### config.mk
export PLATFORM = sky130hd
export DESIGN_NAME = debug_cmd_parser
export DESIGN_NICKNAME = d
export VERILOG_FILES = /design/src/rtl/debug_cmd_parser.sv
export SDC_FILE = /design/constraint.sdc
export NUM_CORES = 1
export LEC_CHECK = 0
export CAP_MARGIN = 20
export CORE_UTILIZATION = 45
export CTS_CLUSTER_SIZE = 16
export DETAILED_ROUTE_END_ITERATION = 8
export PLACE_DENSITY = 0.8
export SYNTH_ARGS = -nofsm -noshare
export SYNTH_HDL_FRONTEND = slang
export SYNTH_SLANG_ARGS = --single-unit
### constraint.sdc
create_clock -name clk_in -period 1.9 [get_ports clk_in]
set_input_delay 0.19 -clock clk_in [delete_from_list [all_inputs] [get_ports clk_in]]
set_output_delay 0.19 -clock clk_in [all_outputs]
set_load 0.1 [all_outputs]
### src/rtl/debug_cmd_parser.sv
// Debug command parser: turns the one-byte command stream into registered
// control outputs. Optional echo channel enabled by `define DEBUG_CMD_ECHO_EN.
module debug_cmd_parser #(
  parameter int                         TIMEOUT_WIDTH     = 22,
  parameter logic [TIMEOUT_WIDTH-1:0]   TIMEOUT_TICKS     = 22'd2272727,
  parameter int                         RESET_PULSE_WIDTH = 5,
  parameter logic [RESET_PULSE_WIDTH-1:0] RESET_PULSE_TICKS = 5'd16
) (
  input  logic       clk_in,
  input  logic       reset,
  input  logic [7:0] cmd_byte,
  input  logic       cmd_pulse,
  output logic       reset_request,
  output logic [5:0] brightness_enable,
  output logic [2:0] rgb_enable,
  output logic       freeze,
  output logic       parser_busy,
  output logic [7:0] num_accepted,
  output logic [7:0] num_errors,
`ifdef DEBUG_CMD_ECHO_EN
  output logic [7:0] echo_byte,
  output logic       echo_valid,
`endif
  output logic [1:0] state_dbg
);

  localparam logic [1:0] ST_IDLE       = 2'd0;
  localparam logic [1:0] ST_WAIT_ARG   = 2'd1;
  localparam logic [1:0] ST_RESET_HOLD = 2'd2;

  localparam logic [7:0] OP_H     = 8'h48;
  localparam logic [7:0] OP_F     = 8'h46;
  localparam logic [7:0] OP_B     = 8'h42;
  localparam logic [7:0] OP_C     = 8'h43;
  localparam logic [7:0] ECHO_ERR = 8'h3F;

  localparam logic [TIMEOUT_WIDTH-1:0] TIMEOUT_LAST =
    TIMEOUT_TICKS - {{(TIMEOUT_WIDTH-1){1'b0}}, 1'b1};
  localparam logic [RESET_PULSE_WIDTH-1:0] HOLD_LOAD =
    RESET_PULSE_TICKS - {{(RESET_PULSE_WIDTH-1){1'b0}}, 1'b1};

  logic [1:0]                   state;
  logic [7:0]                   opcode;
  logic [TIMEOUT_WIDTH-1:0]     timeout_cnt;
  logic [RESET_PULSE_WIDTH-1:0] hold_cnt;

  assign state_dbg = state;

  function automatic logic [7:0] sat_inc(input logic [7:0] v);
    return (v == 8'hFF) ? v : v + 8'd1;
  endfunction

  // Handshake: cmd_byte is meaningful only in a cycle where cmd_pulse is high;
  // there is no back-pressure, so a pulse during RESET_HOLD is simply dropped.
  always_ff @(posedge clk_in or negedge reset) begin
    if (!reset) begin
      state             <= ST_IDLE;
      opcode            <= 8'h00;
      timeout_cnt       <= '0;
      hold_cnt          <= '0;
      reset_request     <= 1'b0;
      brightness_enable <= 6'h3F;
      rgb_enable        <= 3'h7;
      freeze            <= 1'b0;
      parser_busy       <= 1'b0;
      num_accepted      <= 8'h00;
      num_errors        <= 8'h00;
`ifdef DEBUG_CMD_ECHO_EN
      echo_byte         <= 8'h00;
      echo_valid        <= 1'b0;
`endif
    end else begin
`ifdef DEBUG_CMD_ECHO_EN
      echo_valid <= 1'b0;
`endif
      case (state)
        ST_IDLE: begin
          if (cmd_pulse) begin
            case (cmd_byte)
              OP_H: begin
                state         <= ST_RESET_HOLD;
                parser_busy   <= 1'b1;
                hold_cnt      <= HOLD_LOAD;
                reset_request <= 1'b1;
                num_accepted  <= sat_inc(num_accepted);
`ifdef DEBUG_CMD_ECHO_EN
                echo_byte     <= OP_H;
                echo_valid    <= 1'b1;
`endif
              end
              OP_F: begin
                freeze       <= ~freeze;
                num_accepted <= sat_inc(num_accepted);
`ifdef DEBUG_CMD_ECHO_EN
                echo_byte    <= OP_F;
                echo_valid   <= 1'b1;
`endif
              end
              OP_B, OP_C: begin
                opcode      <= cmd_byte;
                timeout_cnt <= '0;
                state       <= ST_WAIT_ARG;
                parser_busy <= 1'b1;
              end
              default: begin
                num_errors <= sat_inc(num_errors);
`ifdef DEBUG_CMD_ECHO_EN
                echo_byte  <= ECHO_ERR;
                echo_valid <= 1'b1;
`endif
              end
            endcase
          end
        end

        ST_WAIT_ARG: begin
          // A pulse in the final timeout cycle still wins over the timeout.
          if (cmd_pulse) begin
            if (opcode == OP_B) brightness_enable <= cmd_byte[5:0];
            else                rgb_enable        <= cmd_byte[2:0];
            num_accepted <= sat_inc(num_accepted);
            state        <= ST_IDLE;
            parser_busy  <= 1'b0;
`ifdef DEBUG_CMD_ECHO_EN
            echo_byte    <= opcode;
            echo_valid   <= 1'b1;
`endif
          end else if (timeout_cnt == TIMEOUT_LAST) begin
            num_errors  <= sat_inc(num_errors);
            state       <= ST_IDLE;
            parser_busy <= 1'b0;
`ifdef DEBUG_CMD_ECHO_EN
            echo_byte   <= ECHO_ERR;
            echo_valid  <= 1'b1;
`endif
          end else begin
            timeout_cnt <= timeout_cnt + {{(TIMEOUT_WIDTH-1){1'b0}}, 1'b1};
          end
        end

        ST_RESET_HOLD: begin
          if (hold_cnt == '0) begin
            reset_request <= 1'b0;
            state         <= ST_IDLE;
            parser_busy   <= 1'b0;
          end else begin
            hold_cnt <= hold_cnt - {{(RESET_PULSE_WIDTH-1){1'b0}}, 1'b1};
          end
        end

        default: begin
          state         <= ST_IDLE;
          parser_busy   <= 1'b0;
          reset_request <= 1'b0;
        end
      endcase
    end
  end

endmodule

Yosys cells after proc, flatten, opt, wreduce, memory -nomap -nowiden
Index checks and enable logic that the tools add are counted.
- logic and storage cells: 96
- register bits: 65
- input bits: 11
- output and inout bits: 30
- bitwise gates (word level): 3
- multiplexer cells: 35
- add/subtract/negate cells: 4
- reduce and logical (&&, ||, !) cells: 19
- equal/unequal tests: 24
- operators by type and width (cell ; count):
    2-to-1 mux 22 bit ; 4
    2-to-1 mux 8 bit ; 9
    case mux 22 bit (2 select lines) ; 1
    == test 8 x 7 -> 1 bit (second input constant) ; 5
    case mux 8 bit (2 select lines) ; 2
    adder 22 x 1 -> 22 bit (second input constant) ; 1
    == test 22 bit (second input constant) ; 1
    inequality test 2 bit (second input constant) ; 10
    AND reduction 4 bit ; 5
    adder 8 x 1 -> 8 bit (second input constant) ; 2
    == test 8 bit (second input constant) ; 2
    2-to-1 mux 5 bit ; 3
    AND reduction 3 bit ; 4
    case mux 5 bit (2 select lines) ; 1
    AND reduction 5 bit ; 2
    2-to-1 mux 2 bit ; 4
    2-to-1 mux 1 bit ; 7
    case mux 1 bit (3 select lines) ; 2
    case mux 2 bit (3 select lines) ; 1
    logical NOT 5 bit ; 1
    subtractor 5 x 1 -> 5 bit (second input constant) ; 1
    inequality test 2 x 1 -> 1 bit (second input constant) ; 2
    case mux 2 bit (2 select lines) ; 1
    nonzero test 2 bit ; 2
    9 further kinds ; 12

Depth between registers and ports, before layout
- depth after elaboration: 5
- gate-level depth with buffers: 8
- depth with buffers taken out: 8

Worst setup path before layout
No wires, ideal clock.
- path kind: register to register
- start point: register state[0] (netlist: state_dbg[0])
- end point: register timeout_cnt[9]
- required time: 1778 ps
- slack: -616 ps
- clock period less this slack: 2516 ps
- buffers on the path: 1
- cell stages (with the launch flop): 8
- library setup time: 122 ps
- data arrival time: 2395 ps
- path through: dfrtp_1 -> buf_2 -> or3b_1 -> nor4_4 -> nor3_2 -> clkinv_2 -> o21ai_1 -> a32o_1
- longest elaborated chain between the ends: 3
- elaborated cells on any way between the ends: 9
- those cells by class: 5 x eq/ne; 1 x mux; 3 x reduce/logical
- RTL lines (item ; RTL line ; text):
    start: declaration ; 42 ; logic [1:0] state;
    start signal: assignment ; 57 ; state <= ST_IDLE;
    start signal: assignment ; 81 ; state <= ST_RESET_HOLD;
    start signal: assignment ; 102 ; state <= ST_WAIT_ARG;
    == test 2 x 1 -> 1 bit / logical NOT 2 bit (equally long branches) ; 76 ; case (state)
    inequality test 2 bit (no line) (tied with other cells) ; -- ;
    AND reduction 5 bit (no line) ; -- ;
    end signal: assignment ; 137 ; timeout_cnt <= timeout_cnt + {{(TIMEOUT_WIDTH-1){1'b0}}, 1'b1};
    end: declaration ; 44 ; logic [TIMEOUT_WIDTH-1:0] timeout_cnt;
Several ways; a longest one is shown, not always the timed one.
A chain may end at the register's enable or synchronous reset.

Worst setup path in the final report
- start point: register state[0] (netlist: state_dbg[0])
- end point: register timeout_cnt[2]
Same word-level chain as after synthesis.

==> results.json <==
{
  "io_pins": 41,
  "use_met2": 0.3759,
  "r2r-start": "state_dbg[0]",
  "async_flop_share": 1.000,
  "netlist_area_um2": 3198,
  "syn_avg_cell_area_um2": 10.45,
  "synth_nets": 322,
  "critPathCaptureType": "register",
  "via_per_inst": 5.481,
  "dp_slack_ns": -0.4181,
  "htree_levels": 3,
  "fillers": 497,
  "top_usage_layer": "met2",
  "path_cells": "or3b_4 -> nor4_4 -> nor3_4 -> buf_6 -> o21ai_0 -> o21ai_1",
  "synth.area.top_cells": "dfrtp_1 44%, dfstp_2 7.4%, mux2_2 4.2%, xnor2_1 3.6%, nand3_1 3.1%",
  "synth_top_area_share": 0.4382,
  "violations": "negative setup slack",
  "clk_latency_ns": 0.36,
  "first_global_vias": 2719,
  "yosysUniqueCellTypes": 52,
  "met3_usage": 0.05429,
  "dp.cells": 492,
  "grtUsageTotal": 0.2226,
  "synthFlopType": "dfrtp_1",
  "drv_cap": 0,
  "critPathArrivalTime_ns": 2.20,
  "power_frac_seq": 0.357,
  "place_congestion": 0.8381,
  "first_pass_iters": 4,
  "place_hpwl_mm": 5.429,
  "cts_buffer_depth": 2,
  "cts-root-buf": "clkbuf_8",
  "dr_total_vias": 2839,
  "worstSetupPathType": "reg -> reg",
  "crit_start": "state_dbg[0]",
  "synth_largest_area_cell": "dfrtp_1",
  "synth_edf_count": 0,
  "netSwitchingPower_uw": 2479,
  "clock.fmax_ghz": 0.5085,
  "whs_path_depth": 2,
  "die_w_um": 86.30,
  "vdd_drop_max_mv": 0.5658,
  "rsz0062_at_grt": "true",
  "hold_end": "brightness_enable[3]",
  "worst_slack_ns": -0.06656,
  "cellInternalPower_uw": 2838,
  "holdCritPathClass": "in -> reg",
  "rrSetupSlack_ns": -0.07,
  "slew_violations": 0,
  "worstPathMaxFanout": 6,
  "multiInputGateArea_um2": 1642,
  "period_minus_slack_ns": 1.967,
  "yosysWarnings": 0,
  "syn_to_final_growth_pct": 41.16,
  "grt_pass1_wl_mm": 12.73,
  "setup-violations-final": 5,
  "min_from": "cmd_byte[3]",
  "cts_tree": "done",
  "slowest_stage": "dfrtp_4",
  "run_status": "finished, violations left",
  "swShare": 0.4662,
  "path_delay_family": "simple AND/OR/NAND/NOR gates",
  "finalHoldViolCount": 0,
  "p_comb_frac": 0.440,
  "clkTransAtPathRegs_ns": 0.08,
  "ant_nets": 0,
  "r2r-end": "timeout_cnt[2]",
  "cts_made_buffers": 9,
  "grt_use_met1": 0.2767,
  "start_util": 0.4681,
  "wirelength_mm": 8.308,
  "p_leak_uw": 0.002066,
  "fp.dieArea_um2": 7448,
  "fin_cells": 518,
  "clock_skew_ns": 0.01272,
  "path_buf_inv": 1,
  "p_per_area_nw_per_um2": 1178,
  "period_share": 1.035,
  "rows": 30,
  "post-route-drc-count": 0,
  "worstPathRequired_ns": 2.14,
  "post_drt_wl_per_cell_um": 16.04,
  "layout-drive-gt1-share": 0.4455,
  "nets": 433,
  "rr_worst_depth": 6,
  "cts_sinks": 65,
  "core_area_um2": 6832,
  "drt_iter0_drc": 148,
  "grt_max_degree": 66,
  "ys_ff_latch": 65,
  "layout.area.seq_um2": 1663,
  "antenna_cells": 0,
  "antenna_found_initial": 0,
  "max_stage_delay_ns": 0.48,
  "p_clk_frac": 0.203,
  "synthCells": 306,
  "tightest_slew_ns": 0.5337,
  "dieHeight_um": 86.30,
  "gr-total-overflow": 0,
  "io_buffers": 40,
  "ys_seq_area_frac": 0.5121,
  "start_kind": "register",
  "slew_headroom": 0.6414
}
timing repair:
action	CTS	global route
setup endpoints to repair	26	37
pin swaps	4	16
buffers inserted	4	4
hold buffers	1	0
endpoints found under the hold margin	56	0
resized for setup	12	29
cloned	0	1
synth_stat cells (5+ instances only):
| cell type | number |
|---|---|
| o21ai_1 | 11 |
| xnor2_1 | 13 |
| inv_1 | 5 |
| a31oi_1 | 9 |
| ha_1 | 5 |
| o21ai_0 | 12 |
| a21oi_1 | 13 |
| nand3_1 | 20 |
| nor2_1 | 13 |
| nand4_1 | 13 |
| dfstp_2 | 9 |
| dfrtp_1 | 56 |
| mux2_2 | 12 |
| nand2_1 | 26 |
| and3_1 | 9 |
metal layers:
metal,part of all wire,wire [um]
met1,0.44,3680
met2,0.51,4228
met3,0.036,299
met4,0.012,99
met5,0,0
registers in the layout, indices dropped and copies added (netlist names):
register / count
num_errors: 8
rgb_enable: 3
freeze: 1
hold_cnt: 5
brightness_enable: 6
opcode: 8
state_dbg: 2
num_accepted: 8
reset_request: 1
parser_busy: 1
timeout_cnt: 22
worst max-delay path by stage:
| stage | endpoint | slack [ns] | cells past startpoint |
|---|---|---|---|
| 6_report | timeout_cnt[2] | -0.07 | 6 |
| 5_1_grt | timeout_cnt[2] | -0.18 | 6 |
| 4_1_cts | timeout_cnt[12] | -0.03 | 7 |
| 3_5_place_dp | hold_cnt[1] | -0.42 | 7 |
| 3_3_place_gp | hold_cnt[0] | -0.39 | 7 |
| 2_1_floorplan | timeout_cnt[9] | -0.33 | 7 |
kinds of logic after synthesis:
kind of cell	Yosys count	share of synthesized area
adders and majority gates	5	0.01956
xor gates and xnor gates	16	0.04382
muxes	12	0.04225
buffers and inverters	15	0.02191
AOI/OAI and AO/OA	61	0.1150
DFF	65	0.5121
and+or+nand+nor	132	0.2453
power by group through the flow:
stage | Sequential (uW) | Combinational, uW | Clock [uW]
after global placement | 1900 | 2190 | 0
after floorplan | 3020 | 528 | 0
after global routing | 1940 | 2470 | 1160
after CTS | 1900 | 2290 | 1100
final | 1900 | 2340 | 1080
after detailed placement | 1920 | 2240 | 0
cells in the final DEF, fill, tap and decap left out, types with 3 or more instances in the layout:
cell type	Yosys	final
nand2b_1	4	4
nand4_1	13	13
or3b_2	4	3
a21oi_1	13	11
o21ai_0	12	6
clkbuf_8	0	10
nand3_1	20	19
and4_1	4	3
dfrtp_1	56	40
buf_4	0	91
inv_1	5	5
or3_1	3	3
and2b_1	4	4
xnor2_1	13	12
clkinv_2	1	3
mux2_2	12	11
clkdlybuf4s50_1	0	7
a31oi_1	9	9
ha_1	5	4
dfrtp_2	0	14
nor4b_1	4	3
nor3_1	4	4
nand2_1	26	24
o21ai_2	0	4
nor2_1	13	13
dfstp_2	9	9
buf_6	1	4
and3_1	9	9
o21ai_1	11	13
xor2_1	3	3
per-stage QoR:
| step | utilization | hold WS (ns) | power [uW] | instance area, um^2 | setup TNS [ns] |
|---|---|---|---|---|---|
| after floorplan | - | -0.1056 | 3544 | 3256 | -6.499 |
| after global placement | 0.5980 | 0.2281 | 4091 | 4085 | -12.10 |
| after detailed placement | 0.5980 | 0.2307 | 4152 | 4085 | -14.19 |
| after CTS | 0.6383 | 0.3853 | 5281 | 4360 | -0.03617 |
| after global routing | 0.6608 | 0.2602 | 5569 | 4514 | -1.377 |
| final | 0.6608 | 0.2397 | 5318 | 4514 | -0.1770 |
layout make-up:
type / count / share of cell area
timing repair buffer: 109 / 0.1962
clock buffer: 10 / 0.03049
multi-input combinational: 226 / 0.3636
tap: 96 / 0.02661
clock inverter: 6 / 0.009424
sequential: 65 / 0.3683
inverter: 6 / 0.005266
Note: power is estimated with default switching activity, not from simulation.
